## src/rtl/branch_resolve_ctrl_pkg.sv

```systemverilog
// branch_resolve_ctrl_pkg: op and state encodings shared by the branch resolver
package branch_resolve_ctrl_pkg;
  localparam int DEF_DATA_W = 32;
  localparam logic [1:0] OP_BEQ = 2'b00;
  localparam logic [1:0] OP_BNE = 2'b01;
  localparam logic [1:0] OP_J   = 2'b10;
  typedef enum logic [1:0] {IDLE, SHIFT, CALC, DONE} state_t;
endpackage

```

## src/rtl/ShiftLeft2.sv

```systemverilog
// ShiftLeft2: registered shift-left-by-2 unit, one cycle of latency
module ShiftLeft2 #(
  parameter int W = 32
) (
  input  logic         clk,
  input  logic [W-1:0] d,
  output logic [W-1:0] q
);
  always_ff @(posedge clk) q <= {d[W-3:0], 2'b00};
endmodule

```

## src/rtl/branch_resolve_ctrl.sv

```systemverilog
// branch_resolve_ctrl: sequences one branch/jump through shift, add and compare to a redirect result
module branch_resolve_ctrl
  import branch_resolve_ctrl_pkg::*;
#(
  parameter int DATA_W = DEF_DATA_W,
  parameter int CNT_W  = 16
) (
  input  logic              clk,
  input  logic              reset,
  input  logic              req_valid,
  output logic              req_ready,
  input  logic [1:0]        req_op,
  input  logic [DATA_W-1:0] req_pc4,
  input  logic [DATA_W-1:0] req_imm,
  input  logic [DATA_W-1:0] req_rs,
  input  logic [DATA_W-1:0] req_rt,
  input  logic              flush,
  output logic              res_valid,
  input  logic              res_ready,
  output logic              res_taken,
  output logic [DATA_W-1:0] res_target,
  output logic              busy,
  output logic [CNT_W-1:0]  taken_count
);
  state_t state, state_nx;
  logic [1:0] op;
  logic [DATA_W-1:0] pc4, imm, rs, rt, sh, target_nx;
  logic taken_nx, accept, deliver;
  ShiftLeft2 #(.W(DATA_W)) u_shl (.clk(clk), .d(imm), .q(sh));
  assign req_ready = (state == IDLE) & ~flush & ~reset;
  assign res_valid = state == DONE;
  assign busy      = state != IDLE;
  assign accept    = req_valid & req_ready;
  assign deliver   = res_valid & res_ready & ~flush;
  always_comb begin
    state_nx = flush & busy     ? IDLE :
               state == IDLE    ? (accept ? SHIFT : IDLE) :
               state == SHIFT   ? CALC :
               state == CALC    ? DONE :
               res_ready        ? IDLE : DONE;
  end
  // jump keeps the pc4 region bits; the shifter supplies index<<2 below them
  always_comb begin
    taken_nx  = op == OP_BEQ ? rs == rt : op == OP_BNE ? rs != rt : op == OP_J;
    target_nx = op == OP_J ? {pc4[DATA_W-1 -: 4], sh[DATA_W-5:0]} :
                (op == OP_BEQ || op == OP_BNE) ? pc4 + sh : pc4;
  end
  always_ff @(posedge clk or posedge reset) begin
    if (reset) begin
      state       <= IDLE;
      op          <= '0;
      pc4         <= '0;
      imm         <= '0;
      rs          <= '0;
      rt          <= '0;
      res_taken   <= 1'b0;
      res_target  <= '0;
      taken_count <= '0;
    end else begin
      state <= state_nx;
      if (accept) begin
        op  <= req_op;
        pc4 <= req_pc4;
        imm <= req_imm;
        rs  <= req_rs;
        rt  <= req_rt;
      end
      if (state == CALC && !flush) begin
        res_taken  <= taken_nx;
        res_target <= target_nx;
      end
      if (deliver && res_taken && !(&taken_count)) taken_count <= taken_count + 1'b1;
    end
  end
endmodule

```

## config.mk

```make
export PLATFORM = sky130hd
export DESIGN_NAME = branch_resolve_ctrl
export DESIGN_NICKNAME = d
export VERILOG_FILES = /design/src/rtl/branch_resolve_ctrl_pkg.sv /design/src/rtl/ShiftLeft2.sv /design/src/rtl/branch_resolve_ctrl.sv
export SDC_FILE = /design/constraint.sdc
export NUM_CORES = 1
export LEC_CHECK = 0
export BUFFER_PORTS_ARGS = -buffer_cell sky130_fd_sc_hd__buf_2
export CAP_MARGIN = 20
export CORE_AREA = 2 2 171 173
export CTS_CLUSTER_SIZE = 14
export DETAILED_ROUTE_END_ITERATION = 12
export DIE_AREA = 0 0 173 175
export SYNTH_ARGS = -nofsm -noshare
export SYNTH_HDL_FRONTEND = slang
export SYNTH_HIERARCHICAL = 1
export SYNTH_SLANG_ARGS = --single-unit
```

## constraint.sdc

```tcl
create_clock -name clk -period 9 [get_ports clk]
set_clock_uncertainty 0.05 [all_clocks]
set_input_delay 1.35 -clock clk [delete_from_list [all_inputs] [get_ports clk]]
set_output_delay 1.35 -clock clk [all_outputs]
set_load 0.03 [all_outputs]
```

After elaboration in Yosys (flattened, before gate mapping)
Cells that the tools add are included.

word-level totals
  register bits = 209
  latch bits = 0
  memory bits (writable) = 0
  memory bits (read-only) = 0
  bits of input ports = 135
  logic and storage cells = 47
  memories kept = 0

cells by class
  $add $sub $neg = 2
  multipliers = 0
  divide/modulo/power cells = 0
  magnitude comparators = 0
  equal/unequal tests = 7
  shift-type cells = 0
  multiplexer cells = 10
  bitwise logic cells = 8
  reductions and logical operators = 10

operators by type and width
  cell                                                                    count
  32-bit two-way mux                                                      2
  32-bit adder                                                            1
  32-bit equality test                                                    1
  32-bit inequality test                                                  1
  16-bit by 1-bit adder with 16-bit output (second input constant)        1
  16-bit AND reduction                                                    1
  2-bit two-way mux                                                       5
  1-bit bitwise AND                                                       6
  2-bit equality test (second input constant)                             3
  2-bit by 1-bit equality test with 1-bit output (second input constant)  2
  2-bit logical NOT                                                       2
  1-bit logical AND                                                       3
  1-bit two-way mux                                                       3
  1-bit logical NOT                                                       2
  1-bit inverter                                                          2
  2-bit nonzero test                                                      1
  1-bit logical OR                                                        1

Longest topological paths before layout
  word-level depth = 7
  depth in mapped cells = 12
  depth with buffers taken out = 11

Cells and area by module
Netlist, hierarchy kept.

modules (own cells, without submodules)
  module               times used  cells an instance  area each (µm²)  seq. area each (µm²)
  branch_resolve_ctrl  1           801                9242.6           4529.3
  ShiftLeft2           1           33                 619.3            600.6

Least setup slack after synthesis
Ideal clock, no wire load.

  kind = input port to output port
  from = input flush
  to = output req_ready
  data arrival time = 2.095 ns
  required time = 7.600 ns
  setup slack = 5.505 ns
  stages = 1
  buffers on the path = 0
  cell sequence = nor3_1

on the way
  longest elaborated chain between the ends = 3

RTL lines
  element                         RTL line                   text
  from (decl)                     branch_resolve_ctrl.sv:17  input logic flush,
  1-bit inverter                  branch_resolve_ctrl.sv:30  assign req_ready = (state == IDLE) & ~flush & ~reset;
  1-bit bitwise AND (2 in a row)  branch_resolve_ctrl.sv:30
  to (decl)                       branch_resolve_ctrl.sv:11  output logic req_ready,

No other way between the ends.

Final worst setup path
Same ends and word-level chain as after synthesis.

==> out/qor.txt <==
CTS buffer count: 25
Status: finished, final reports clean
First-pass DRT Iterations: 4
Avg Inst Size Synth: 11.8 sq um
Wirelength per Cell: 15.5 microns
CTS Hold Bufs: 0
Worst path top cell family by delay: simple AND/OR/NAND/NOR gates
GR Util All Layers: 14.6%
DRC violations left: 0
Startpoint types: primary input
Clk sink count: 209
Vias in the first global route: 6958
Crit path time final: 3.88 ns
Fill count: 2815
Via Count: 6742
Post CTS Setup Buffer Count: 0
Slew of the pin with the lowest slew margin: 1.02 ns
Die Area: 30300 sq um
Unrepaired setup endpoints after global routing: no
Crit-path slowest cell: nor3_1
Worst EP arrival: 2.48 ns
IO buf count: 184
RePlAce Congestion: 0.783
Grt ovf: 0
Maximum root-to-sink buffer count: 3
Initial core utilization: 34.5%
Rows: 62
Remaining antenna violation count: 0
Worst-Skew Late Latency: 0.53 ns
First-pass GRT wire length: 36000 microns
Crit path depth: 3
Share of cells above drive strength 1: 36.8%
Register area: 5080 sq um
Area Overhead vs Synth: 21.7%
Via-to-Cell Ratio: 4.77
Type of the worst min-delay path: reg2reg
Slew Viols, Final: 0
CP endpoint: req_ready
IO Pins: 187
Reg2reg setup slack: 5.65 ns
Crit. Startpoint: flush
CP most frequent cell: buf_2
Final period utilization: 43.1%
YS warnings: 6
Die height: 175 microns
CTS tree: done
Buffer and inverter count on the worst path: 2
Initial drt markers: 267
Final layout net count: 1177
Post-Syn Area: 9790 sq um
WS Path Type: in2out
Core area: 28400 sq um
CP cell instances: buf_2 -> nor3_1 -> buf_2
Max-cap viol count: 0
WHS: 0.314 ns
Slew HR: 32.1%
Dpl hpwl: 15400 microns
Placement Setup Slack: 4.80 ns
# resized after CTS: 0
Initial antenna violation count: 2
Hold Fails Final Rpt: 0
Pin count of the biggest net entering global routing: 78
Area of the multi-input gates: 4530 sq um
DRT Wirelength: 21900 microns
Worst reg2reg path startpoint: pc4[4]
Root Buffer: clkbuf_16
Max Clk Rate: 0.258 GHz
Worst endpoint required time: 7.60 ns
Max H-tree Level: 1
Worst Path Max Fanout: 4
Power per cell area: 313 nW/um^2
R2R Path End: res_target[26]
Die width: 173 microns
Setup TNS: 0 ns
Final setup fails: 0
CP peak stage delay: 0.67 ns
Syn Inst Count: 830
Static leakage power: 0.00551 uW
Peak VDD IR: 0.143 mV
Depth of the worst register-to-register path: 10
CP endpoint kind: output pin
Fin worst setup slack: 5.12 ns
Clk slew on worst S/H paths: 0.06 ns
metrics by stage:
step / util (%) / cell area, sq um / total power (uW) / std cells
2_1_floorplan: - / 9790 / 2430 / 831
6_report: 42.0 / 11900 / 3730 / 1412
3_3_place_gp: 39.1 / 11100 / 2750 / 1366
3_5_place_dp: 39.1 / 11100 / 2770 / 1366
5_1_grt: 42.0 / 11900 / 4000 / 1412
4_1_cts: 42.0 / 11900 / 3780 / 1411
cell type report:
cell class	count	area share [%]
Antenna cell	1	0.0210
Clock buffer	37	6.13
Clock inverter	8	0.714
Inverter	10	0.357
Multi-Input combinational cell	574	38.0
Sequential cell	209	42.7
Tap cell	384	4.03
Timing Repair Buffer	189	8.04
placed cells by master, fill, tap and decap left out, drive strengths merged, types with 3 or more instances in the layout:
master,count
buf,189
dfrtp,179
mux2,137
nand2,63
xnor2,62
o21ai,53
a21oi,43
clkbuf,37
ha,32
nor2,30
dfxtp,30
mux2i,22
nand4,16
nand3,14
a21o,12
and3,11
xor2,11
inv,11
o21bai,7
nor3,6
a211oi,6
o31ai,6
a31oi,5
clkinv,4
a22oi,3
o211ai,3
worst register-to-register path, stage by stage, from the launching register on:
cell and delay, ns:
dfrtp_1 0.39, ha_1 0.37, a211oi_1 0.28, o21ai_1 0.17, a31oi_1 0.40, a21oi_1 0.20
o31ai_1 0.53, nand2_1 0.18, o41ai_1 0.35, mux2i_1 0.23, nand3_1 0.08
metal layers:
| layer | vias to the layer above | global-route usage, % | part of all wire, % |
|---|---|---|---|
| met3 | 30 | 3.79 | 5.3 |
| met5 | - | 0 | 0 |
| met1 | 3269 | 18.6 | 46 |
| li1 | 3309 | - | - |
| met4 | 0 | 3.99 | 2.1 |
| met2 | 134 | 24.5 | 47 |
where the power goes:
| group | internal [uW] | switching, uW | leakage, uW |
|---|---|---|---|
| Sequential | 1210 | 195 | 0.00243 |
| Clock | 592 | 390 | 0.000398 |
| Combinational | 606 | 729 | 0.00269 |
how the worst min path moves through the flow:
stage	from	end	slack (ns)	cells past startpoint
final	imm[26]	u_shl/q[28]	0.31	0
after global routing	imm[28]	u_shl/q[30]	0.32	0
after CTS	imm[20]	u_shl/q[22]	0.31	0
after detailed placement	imm[17]	u_shl/q[19]	0.30	0
after global placement	imm[20]	u_shl/q[22]	0.30	0
after floorplan	imm[8]	u_shl/q[10]	0.29	0
state kept, by name, indices dropped and copies added (netlist names), 2 cells and up:
name,count
res_target,32
rt,32
taken_count,16
op,2
rs,32
imm,30
u_shl/q,30
state,2
pc4,32
No activity file was read; power rests on OpenSTA's default activity.
